**src/rtl/control_fsm_param_if.sv**
```systemverilog
// Control bundle between the CPU controller FSM and its datapath.
// master = controller side, slave = datapath side.
interface control_fsm_param_if #(
  parameter int IW   = 16,
  parameter int OPW  = 4,
  parameter int RAW  = 4,
  parameter int DAW  = 8,
  parameter int ALUW = 3
);
  logic [IW-1:0]   IR;
  logic            Run;
  logic            Ra_zero;
  logic            PC_clr;
  logic            PC_up;
  logic            PC_ld;
  logic [DAW-1:0]  PC_addr;
  logic            IR_ld;
  logic [DAW-1:0]  D_addr;
  logic            D_wr;
  logic [1:0]      RF_s;
  logic            RF_W_en;
  logic [RAW-1:0]  RF_W_addr;
  logic [RAW-1:0]  RF_Ra_addr;
  logic [RAW-1:0]  RF_Rb_addr;
  logic [ALUW-1:0] Alu_s;
  logic [DAW-1:0]  Imm;
  logic            Halted;
  logic            Illegal;
  logic [3:0]      CurrentState;

  modport master (
    input  IR, Run, Ra_zero,
    output PC_clr, PC_up, PC_ld, PC_addr, IR_ld,
    output D_addr, D_wr, RF_s, RF_W_en,
    output RF_W_addr, RF_Ra_addr, RF_Rb_addr,
    output Alu_s, Imm, Halted, Illegal,
    output CurrentState
  );

  modport slave (
    output IR, Run, Ra_zero,
    input  PC_clr, PC_up, PC_ld, PC_addr, IR_ld,
    input  D_addr, D_wr, RF_s, RF_W_en,
    input  RF_W_addr, RF_Ra_addr, RF_Rb_addr,
    input  Alu_s, Imm, Halted, Illegal,
    input  CurrentState
  );
endinterface

```
**src/rtl/control_fsm_param.sv**
```systemverilog
// Parametrised CPU control FSM: fetch/decode/execute sequencing with
// multi-cycle loads, load-immediate, jump-if-zero and resumable halt.
module control_fsm_param #(
  parameter int IW      = 16,
  parameter int OPW     = 4,
  parameter int RAW     = 4,
  parameter int DAW     = 8,
  parameter int ALUW    = 3,
  parameter int MEM_LAT = 1
) (
  input  logic Clk,
  input  logic ResetN,
  control_fsm_param_if.master bus
);

  localparam logic [3:0] S_INIT  = 4'd0;
  localparam logic [3:0] S_FETCH = 4'd1;
  localparam logic [3:0] S_DEC   = 4'd2;
  localparam logic [3:0] S_NOOP  = 4'd3;
  localparam logic [3:0] S_STORE = 4'd4;
  localparam logic [3:0] S_LDW   = 4'd5;
  localparam logic [3:0] S_LDWR  = 4'd6;
  localparam logic [3:0] S_ALU   = 4'd7;
  localparam logic [3:0] S_LDI   = 4'd8;
  localparam logic [3:0] S_JPZ   = 4'd9;
  localparam logic [3:0] S_HALT  = 4'd10;

  localparam logic [OPW-1:0] OP_NOOP  = OPW'(0);
  localparam logic [OPW-1:0] OP_STORE = OPW'(1);
  localparam logic [OPW-1:0] OP_LOAD  = OPW'(2);
  localparam logic [OPW-1:0] OP_ADD   = OPW'(3);
  localparam logic [OPW-1:0] OP_SUB   = OPW'(4);
  localparam logic [OPW-1:0] OP_HALT  = OPW'(5);
  localparam logic [OPW-1:0] OP_LDI   = OPW'(6);
  localparam logic [OPW-1:0] OP_JPZ   = OPW'(7);

  localparam int CW = (MEM_LAT > 1) ? $clog2(MEM_LAT) : 1;
  localparam logic [CW-1:0] CNT_LAST = CW'(MEM_LAT - 1);

  logic [3:0]     state_q, state_d;
  logic [CW-1:0]  cnt_q, cnt_d;
  logic           ill_q, ill_d;
  logic [OPW-1:0] op_q, op_d;

  logic [OPW-1:0] f_op;
  logic [RAW-1:0] f_a, f_b, f_w;
  logic [DAW-1:0] f_hi, f_lo;

  assign f_op = bus.IR[IW-1 -: OPW];
  assign f_a  = bus.IR[IW-OPW-1 -: RAW];
  assign f_b  = bus.IR[IW-OPW-RAW-1 -: RAW];
  assign f_w  = bus.IR[RAW-1:0];
  assign f_hi = bus.IR[IW-OPW-1 -: DAW];
  assign f_lo = bus.IR[DAW-1:0];

  always_comb begin
    state_d = state_q;
    cnt_d   = cnt_q;
    ill_d   = ill_q;
    op_d    = op_q;
    case (state_q)
      S_INIT:  state_d = S_FETCH;
      S_FETCH: state_d = S_DEC;
      S_DEC: begin
        op_d = f_op;
        case (f_op)
          OP_NOOP:  state_d = S_NOOP;
          OP_STORE: state_d = S_STORE;
          OP_LOAD:  state_d = S_LDW;
          OP_ADD:   state_d = S_ALU;
          OP_SUB:   state_d = S_ALU;
          OP_HALT:  state_d = S_HALT;
          OP_LDI:   state_d = S_LDI;
          OP_JPZ:   state_d = S_JPZ;
          default: begin
            state_d = S_HALT;
            ill_d   = 1'b1;
          end
        endcase
      end
      S_NOOP, S_STORE, S_LDWR,
      S_ALU, S_LDI, S_JPZ: state_d = S_FETCH;
      S_LDW: begin
        if (cnt_q == CNT_LAST) begin
          state_d = S_LDWR;
          cnt_d   = '0;
        end else begin
          cnt_d = cnt_q + CW'(1);
        end
      end
      S_HALT: if (bus.Run) state_d = S_FETCH;
      default: state_d = S_INIT;
    endcase
  end

  always_ff @(posedge Clk) begin
    if (!ResetN) begin
      state_q <= S_INIT;
      cnt_q   <= '0;
      ill_q   <= 1'b0;
      op_q    <= '0;
    end else begin
      state_q <= state_d;
      cnt_q   <= cnt_d;
      ill_q   <= ill_d;
      op_q    <= op_d;
    end
  end

  always_comb begin
    bus.PC_clr     = 1'b0;
    bus.PC_up      = 1'b0;
    bus.PC_ld      = 1'b0;
    bus.PC_addr    = '0;
    bus.IR_ld      = 1'b0;
    bus.D_addr     = '0;
    bus.D_wr       = 1'b0;
    bus.RF_s       = 2'd0;
    bus.RF_W_en    = 1'b0;
    bus.RF_W_addr  = '0;
    bus.RF_Ra_addr = '0;
    bus.RF_Rb_addr = '0;
    bus.Alu_s      = '0;
    bus.Imm        = '0;
    bus.Halted     = 1'b0;
    case (state_q)
      S_INIT: bus.PC_clr = 1'b1;
      S_FETCH: begin
        bus.IR_ld = 1'b1;
        bus.PC_up = 1'b1;
      end
      S_STORE: begin
        bus.D_addr     = f_lo;
        bus.RF_Ra_addr = f_a;
        bus.D_wr       = 1'b1;
      end
      S_LDW, S_LDWR: begin
        bus.D_addr    = f_hi;
        bus.RF_s      = 2'd1;
        bus.RF_W_addr = f_w;
        bus.RF_W_en   = (state_q == S_LDWR);
      end
      S_ALU: begin
        bus.RF_Ra_addr = f_a;
        bus.RF_Rb_addr = f_b;
        bus.RF_W_addr  = f_w;
        bus.RF_W_en    = 1'b1;
        // ALU op comes from the opcode latched in DECODE, not the live IR
        bus.Alu_s = (op_q == OP_SUB) ? ALUW'(2) : ALUW'(1);
      end
      S_LDI: begin
        bus.Imm       = f_hi;
        bus.RF_s      = 2'd2;
        bus.RF_W_addr = f_w;
        bus.RF_W_en   = 1'b1;
      end
      S_JPZ: begin
        bus.RF_Ra_addr = f_a;
        bus.PC_addr    = f_lo;
        bus.PC_ld      = bus.Ra_zero;
      end
      S_HALT: bus.Halted = 1'b1;
      default: ;
    endcase
  end

  assign bus.Illegal      = ill_q;
  assign bus.CurrentState = state_q;

endmodule
```
**src/flat_wrapper.sv**
```systemverilog
// flat-port wrapper written by rule: the top's interface ports become plain ports
module control_fsm_param_flat 
#(
  parameter int IW      = 16,
  parameter int OPW     = 4,
  parameter int RAW     = 4,
  parameter int DAW     = 8,
  parameter int ALUW    = 3,
  parameter int MEM_LAT = 1
)
  (Clk, ResetN, bus_IR, bus_Run, bus_Ra_zero, bus_PC_clr, bus_PC_up, bus_PC_ld, bus_PC_addr, bus_IR_ld, bus_D_addr, bus_D_wr, bus_RF_s, bus_RF_W_en, bus_RF_W_addr, bus_RF_Ra_addr, bus_RF_Rb_addr, bus_Alu_s, bus_Imm, bus_Halted, bus_Illegal, bus_CurrentState);
  control_fsm_param_if #(.IW(IW), .OPW(OPW), .RAW(RAW), .DAW(DAW), .ALUW(ALUW)) bus_i ();
  input  logic Clk;
  input  logic ResetN;
  input wire logic [$bits(bus_i.IR)-1:0] bus_IR;
  input wire logic [$bits(bus_i.Run)-1:0] bus_Run;
  input wire logic [$bits(bus_i.Ra_zero)-1:0] bus_Ra_zero;
  output wire logic [$bits(bus_i.PC_clr)-1:0] bus_PC_clr;
  output wire logic [$bits(bus_i.PC_up)-1:0] bus_PC_up;
  output wire logic [$bits(bus_i.PC_ld)-1:0] bus_PC_ld;
  output wire logic [$bits(bus_i.PC_addr)-1:0] bus_PC_addr;
  output wire logic [$bits(bus_i.IR_ld)-1:0] bus_IR_ld;
  output wire logic [$bits(bus_i.D_addr)-1:0] bus_D_addr;
  output wire logic [$bits(bus_i.D_wr)-1:0] bus_D_wr;
  output wire logic [$bits(bus_i.RF_s)-1:0] bus_RF_s;
  output wire logic [$bits(bus_i.RF_W_en)-1:0] bus_RF_W_en;
  output wire logic [$bits(bus_i.RF_W_addr)-1:0] bus_RF_W_addr;
  output wire logic [$bits(bus_i.RF_Ra_addr)-1:0] bus_RF_Ra_addr;
  output wire logic [$bits(bus_i.RF_Rb_addr)-1:0] bus_RF_Rb_addr;
  output wire logic [$bits(bus_i.Alu_s)-1:0] bus_Alu_s;
  output wire logic [$bits(bus_i.Imm)-1:0] bus_Imm;
  output wire logic [$bits(bus_i.Halted)-1:0] bus_Halted;
  output wire logic [$bits(bus_i.Illegal)-1:0] bus_Illegal;
  output wire logic [$bits(bus_i.CurrentState)-1:0] bus_CurrentState;
  assign bus_i.IR = bus_IR;
  assign bus_i.Run = bus_Run;
  assign bus_i.Ra_zero = bus_Ra_zero;
  assign bus_PC_clr = bus_i.PC_clr;
  assign bus_PC_up = bus_i.PC_up;
  assign bus_PC_ld = bus_i.PC_ld;
  assign bus_PC_addr = bus_i.PC_addr;
  assign bus_IR_ld = bus_i.IR_ld;
  assign bus_D_addr = bus_i.D_addr;
  assign bus_D_wr = bus_i.D_wr;
  assign bus_RF_s = bus_i.RF_s;
  assign bus_RF_W_en = bus_i.RF_W_en;
  assign bus_RF_W_addr = bus_i.RF_W_addr;
  assign bus_RF_Ra_addr = bus_i.RF_Ra_addr;
  assign bus_RF_Rb_addr = bus_i.RF_Rb_addr;
  assign bus_Alu_s = bus_i.Alu_s;
  assign bus_Imm = bus_i.Imm;
  assign bus_Halted = bus_i.Halted;
  assign bus_Illegal = bus_i.Illegal;
  assign bus_CurrentState = bus_i.CurrentState;
  control_fsm_param #(.IW(IW), .OPW(OPW), .RAW(RAW), .DAW(DAW), .ALUW(ALUW), .MEM_LAT(MEM_LAT)) u_core (.Clk(Clk), .ResetN(ResetN), .bus(bus_i));
endmodule
```
**config.mk**
```make
export PLATFORM = sky130hd
export DESIGN_NAME = control_fsm_param_flat
export DESIGN_NICKNAME = d
export VERILOG_FILES = /design/src/rtl/control_fsm_param_if.sv /design/src/rtl/control_fsm_param.sv /design/src/flat_wrapper.sv
export SDC_FILE = /design/constraint.sdc
export NUM_CORES = 1
export LEC_CHECK = 0
export CAP_MARGIN = 5
export CELL_PAD_IN_SITES_DETAIL_PLACEMENT = 1
export CELL_PAD_IN_SITES_GLOBAL_PLACEMENT = 1
export CORE_MARGIN = 3
export CORE_UTILIZATION = 19
export DETAILED_ROUTE_END_ITERATION = 10
export GPL_TIMING_DRIVEN = 1
export MAX_ROUTING_LAYER = met4
export PLACE_DENSITY_LB_ADDON = 0.1
export RECOVER_POWER = 100
export SYNTH_ARGS = -nofsm -noshare
export SYNTH_HDL_FRONTEND = slang
export SYNTH_SLANG_ARGS = --single-unit
```
**constraint.sdc**
```tcl
create_clock -name Clk -period 1.45 [get_ports Clk]
set_input_delay 0.2175 -clock Clk [delete_from_list [all_inputs] [get_ports Clk]]
set_output_delay 0.2175 -clock Clk [all_outputs]
set_load 0.005 [all_outputs]
```
==> results of run 1 <==
==> cell type report <==
cell class / instances / area (um2) / area share
timing repair buffer: 139 / 1300 / 0.532
multi-input combinational: 97 / 838 / 0.343
sequential: 9 / 193 / 0.0787
tap: 52 / 65.1 / 0.0266
clock buffer: 3 / 41.3 / 0.0169
clock inverter: 1 / 5.00 / 0.00204
inverter: 1 / 3.75 / 0.00153
==> cell families (layout without fill, tap and decap cells) <==
kind of cell | count (synthesis) | after routing | share of synthesized area
compound gates | 28 | 28 | 0.233
other cells | 1 | 1 | 0.00423
flops | 9 | 9 | 0.203
simple gates | 66 | 66 | 0.454
buf+inv | 9 | 144 | 0.0846
xor+xnor | 1 | 1 | 0.00987
mux | 1 | 1 | 0.0113
==> metal layers <==
metal,vias to the layer above,track usage,wire length [um]
met5,-,-,0
met4,0,0.0692,127
met3,10,0.0432,383
met2,58,0.344,2870
met1,630,0.201,1930
li1,667,-,-
==> what timing repair did <==
action	in CTS	in global routing
setup buffers	32	12
cloned	2	0
endpoints found under the setup margin	56	57
gates resized for setup	279	47
pin swaps	31	12
==> synth_stat cells, types with 3 or more instances <==
| cell | count | area share |
|---|---|---|
| a21boi_0 | 4 | 0.034 |
| a21oi_1 | 3 | 0.017 |
| a22o_1 | 8 | 0.079 |
| and2_1 | 30 | 0.21 |
| buf_6 | 3 | 0.038 |
| dfxtp_1 | 9 | 0.20 |
| nand2_1 | 9 | 0.038 |
| nand2b_1 | 7 | 0.049 |
| nor2_1 | 6 | 0.025 |
| nor2b_1 | 3 | 0.021 |
| nor3_1 | 3 | 0.017 |
| o21ai_0 | 4 | 0.023 |
==> power breakdown <==
| group | total, W | switching, W | internal, W |
|---|---|---|---|
| Clock | 0.000309 | 0.000120 | 0.000189 |
| Combinational | 0.000925 | 0.000370 | 0.000555 |
| Sequential | 0.000325 | 0.0000437 | 0.000281 |
==> flip-flops by register name, indices dropped and copies added, names as in the netlist <==
signal                   count
u_core.bus.Illegal           1
u_core.op_q                  4
u_core.bus.CurrentState      4
==> how the worst min path moves through the flow <==
| stage | end | cells past startpoint |
|---|---|---|
| after global placement | u_core.op_q[1] | 2 |
| after floorplan | u_core.bus.CurrentState[3] | 1 |
| final | u_core.op_q[0] | 2 |
| after global routing | u_core.op_q[0] | 2 |
| after detailed placement | u_core.op_q[1] | 2 |
| after CTS | u_core.op_q[1] | 2 |
==> cells in the final DEF (no fill, tap or decap), types with 4 or more instances in the layout <==
master	count
and2_1	6
buf_4	29
nand2_2	4
nand2b_4	5
and2_4	24
buf_2	21
a22o_1	8
buf_6	63
clkdlybuf4s50_1	20
dfxtp_1	5
nand2_1	5
==> through the flow <==
stage	worst slack [ns]	power (W)	util	hold WS [ns]	TNS [ns]
3_5_place_dp	-0.382	0.000922	0.410	0.462	-14.31
5_1_grt	-0.418	0.00165	0.551	0.492	-14.67
2_1_floorplan	-0.00325	0.000563	-	0.335	-0.0102
3_3_place_gp	-0.333	0.000909	0.410	0.459	-13.03
4_1_cts	-0.337	0.00146	0.503	0.481	-9.70
6_report	-0.368	0.00156	0.551	0.472	-11.54
==> critical path, cell delays in order, from the launching register on <==
cell and delay (ns):
dfxtp_4 0.36, nand2b_4 0.16, buf_6 0.13, mux2i_1 0.19, a21o_2 0.20, buf_6 0.10, and2_4 0.13, buf_6 0.09
==> out/qor.csv, run 1 <==
metric,value,unit
status,"complete, but fails checks",
violations,negative setup slack,
cts_hold_buf,0,
grt_start_max_net_pins,9,
crit_end,bus_RF_Ra_addr[3],
cts_tree,yes,
hpwlAfterDp,3180,um
yosys_warnings,0,
path_max_fanout,4,
p_per_area,637,mW/mm2
portBuffers,71,
rows,24,
antenna_cells,0,
dieArea,0.00552,mm2
synth_top_flop_cell,dfxtp_1,
synth_fp_nets,135,
viasPerCell,4.52,
antenna_found_initial,0,
power_leakage,1.17,nW
min_period,1.82,ns
routed_wl,5310,um
dp.cells,256,
crit_required,1.23,ns
start_util,0.200,
pin_count,73,
synth_edf_count,0,
syn-cell-area,887,um2
worstHoldStart,u_core.op_q[0],
drc,0,
skew,0.00288,ns
synth_cell_types,35,
cts.htree.levels,1,
worstReg2RegStart,u_core.bus.CurrentState[0],
cts_inserted_buffers,3,
setup_ws,-0.368,ns
critPathLaunch,u_core.bus.CurrentState[2],
n_fill_cell,510,
cts_root_buf,clkbuf_8,
setup_viol,55,
gp_congestion,0.837,
finalHoldViolations,0,
fin_crit_sh,1.25,
netlist_instances,115,
placed_area,0.00182,mm2
vias,1365,
regToRegEndpoint,u_core.bus.CurrentState[0],
syn_avg_cell_area,7.71,um2
firstDrtPassIters,4,
ys_ff_latch,9,
rrSetupSlack,-0.26,ns
fmax,550,MHz
worstSetupPathType,reg2out,
grt_use_total,0.190,
ant_nets,0,
grt_overflow,0,
drtIter0Drc,25,
fp.coreArea,0.00444,mm2
fp.dieW,74.3,um
end_kind,output port,
seq_area_frac_synth,0.203,
maxSlewViolCount,0,
rsz0062_at_grt,yes,
cts_buffer_depth,2,
area_growth,176,%
grt_pass1_wl,7660,um
grt_pass1_vias,1417,
design_area,0.00245,mm2
hold_class,reg2reg,
drive_gt1_frac,0.712,
fin_cells,302,
nets,271,
reg2reg_depth,7,
insertion_delay,0.24,ns
cts.sinks,9,
ir_drop,0.564,mV
crit_path_start_kind,flop,
clk_pin_slew,0.05,ns
async_flop_share,0,
cp.arrival,1.60,ns
routedWlPerCell,17.6,um
die_h,74.3,um
drv_cap,0,
No activity file was read; power rests on OpenSTA's default activity.
==> inputs of run 2 (changes only) <==
--- a/config.mk
+++ b/config.mk
@@ -9,7 +9,7 @@
 export CELL_PAD_IN_SITES_DETAIL_PLACEMENT = 1
 export CELL_PAD_IN_SITES_GLOBAL_PLACEMENT = 1
 export CORE_MARGIN = 3
-export CORE_UTILIZATION = 19
+export CORE_UTILIZATION = 21
 export DETAILED_ROUTE_END_ITERATION = 10
 export GPL_TIMING_DRIVEN = 1
 export MAX_ROUTING_LAYER = met4
==> constraint.sdc (replaced) <==
create_clock -name Clk -period 2 [get_ports Clk]
set_input_delay 0.3 -clock Clk [delete_from_list [all_inputs] [get_ports Clk]]
set_output_delay 0.3 -clock Clk [all_outputs]
set_load 0.005 [all_outputs]
==> run 2 against run 1 <==
Compared with the run above: the run still ends with negative setup slack left; core utilization down 3.8 points; wire length is 16% lower; clock skew is 0.0035 ns higher; cell count down 16%; critical endpoint is now bus_D_addr[5]; largest cell class unchanged; highest routed layer unchanged.
==> out/qor.csv, run 2 (same netlist as run 1, synthesis figures left out) <==
metric,value,unit
cts_root_buf,clkbuf_8,
grt_use_total,0.162,
routed_wl,4470,um
cts.htree.levels,1,
grt_pass1_vias,1189,
fmax,476,MHz
drtIter0Drc,16,
rsz0062_at_grt,yes,
firstDrtPassIters,4,
setup_ws,-0.103,ns
fp.coreArea,0.00385,mm2
grt_pass1_wl,6400,um
switching_share,0.340,
min_period,2.10,ns
hold_class,reg2reg,
antenna_cells,0,
setup_viol,13,
dieArea,0.00504,mm2
portBuffers,71,
area_growth,123,%
dp_slack,0.0661,ns
fp.dieW,71.0,um
crit_path_start_kind,flop,
whs,0.463,ns
layout.cells.most_common_list,"42 x clkdlybuf4s50_1, 30 x and2_1, 21 x dlymetal6s2s_1, 19 x buf_4, 9 x nand2_1",
rows,22,
p_per_area,461,mW/mm2
worstSetupPathType,reg2out,
die_h,71.0,um
power_leakage,1.17,nW
holdPathEnd,u_core.op_q[3],
cp.arrival,1.80,ns
start_util,0.230,
fin_crit_sh,1.05,
combPwrFrac,0.488,
end_kind,output port,
n_fill_cell,447,
viasPerCell,4.71,
pwr-share-clk,0.241,
crit_required,1.70,ns
skew,0.00634,ns
switchingPower,0.000310,W
hold_depth,2,
cts_inserted_buffers,3,
finalHoldViolations,0,
drc,0,
ir_drop,0.439,mV
worstHoldStart,u_core.op_q[3],
worstReg2RegStart,u_core.bus.CurrentState[0],
hpwlAfterDp,3210,um
drive_gt1_frac,0.232,
insertion_delay,0.24,ns
status,"complete, but fails checks",
regToRegEndpoint,u_core.bus.CurrentState[0],
pwr-share-seq,0.271,
vias,1201,
drv_cap,0,
grt_start_max_net_pins,11,
final_common_cell,clkdlybuf4s50_1,
antenna_found_initial,0,
cts_buffer_depth,2,
p_int,0.000601,W
rrSetupSlack,0.23,ns
grt_overflow,0,
slew_headroom,0.645,
violations,negative setup slack,
cts_hold_buf,0,
cts.sinks,9,
nets,228,
gp_congestion,0.793,
maxSlewViolCount,0,
worst_pin_slew,0.519,ns
reg2reg_depth,6,
cts_tree,yes,
routedWlPerCell,17.5,um
path_max_fanout,6,
ant_nets,0,
clk_pin_slew,0.05,ns
pin_count,73,
==> run 2: cell types whose count changed in the layout (fill, tap and decap cells not counted), sizes merged <==
cell and change:
clkdlybuf4s50 +22, dlymetal6s2s +21, clkdlybuf4s15 +2, dlygate4sd2 +4, clkinv -1, buf -91
==> run 2: cell type report <==
cell class | instances | area, um2 | area share
clock buffer | 4 | 45.0 | 0.0228
sequential | 9 | 195 | 0.0987
tap | 48 | 60.1 | 0.0304
timing repair buffer | 96 | 961 | 0.486
multi-input combinational | 97 | 712 | 0.360
inverter | 1 | 3.75 | 0.00190
==> run 2: layer usage <==
metal	GRT usage	routed length (um)	up-vias
met4	0.0125	8	0
met5	-	0	-
met3	0.0355	175	2
li1	-	-	585
met2	0.274	2220	37
met1	0.206	2060	577
==> run 2: worst max path at each step <==
stage | slack (ns) | from | depth (start not counted) | endpoint
final | -0.10 | u_core.bus.CurrentState[1] | 5 | bus_D_addr[5]
after floorplan | 0.36 | u_core.bus.CurrentState[1] | 4 | bus_D_addr[0]
after detailed placement | 0.07 | u_core.bus.CurrentState[1] | 5 | bus_D_addr[6]
after global routing | -0.17 | u_core.bus.CurrentState[3] | 5 | bus_D_addr[6]
after global placement | 0.10 | u_core.bus.CurrentState[1] | 5 | bus_D_addr[6]
after CTS | -0.11 | u_core.bus.CurrentState[3] | 5 | bus_D_addr[3]
==> run 2: power groups by stage <==
stage               Clock [W]  Combinational (W)  Sequential, W
floorplan                   0           0.000182       0.000217
global placement            0           0.000360       0.000235
detailed placement          0           0.000364       0.000238
CTS                  0.000222           0.000381       0.000251
global route         0.000239           0.000480       0.000252
finish               0.000220           0.000444       0.000247
==> run 2: critical path, cell delays in order, from the launching register on <==
cell and delay [ns]:
dfxtp_4 0.38, nand2b_4 0.19, a21oi_4 0.20, buf_4 0.17
a22o_1 0.12, clkdlybuf4s50_1 0.51
==> run 2: per-stage QoR <==
| step | cell area [um2] | power (W) | setup TNS, ns | std cells | util |
|---|---|---|---|---|---|
| 6_report | 1980 | 0.000911 | -0.699 | 255 | 0.513 |
| 5_1_grt | 1980 | 0.000971 | -1.89 | 255 | 0.513 |
| 4_1_cts | 1790 | 0.000854 | -2.21 | 244 | 0.463 |
| 3_5_place_dp | 1680 | 0.000601 | 0 | 238 | 0.435 |
| 3_3_place_gp | 1680 | 0.000595 | 0 | 238 | 0.435 |
| 2_1_floorplan | 887 | 0.000399 | 0 | 115 | - |
==> run 2: timing repair <==
item | in CTS | in global routing
endpoints found under the setup margin | 45 | 38
resized for setup | 22 | 42
pin swaps | 2 | 5
cloned | 1 | 2
buffers inserted | 1 | 9
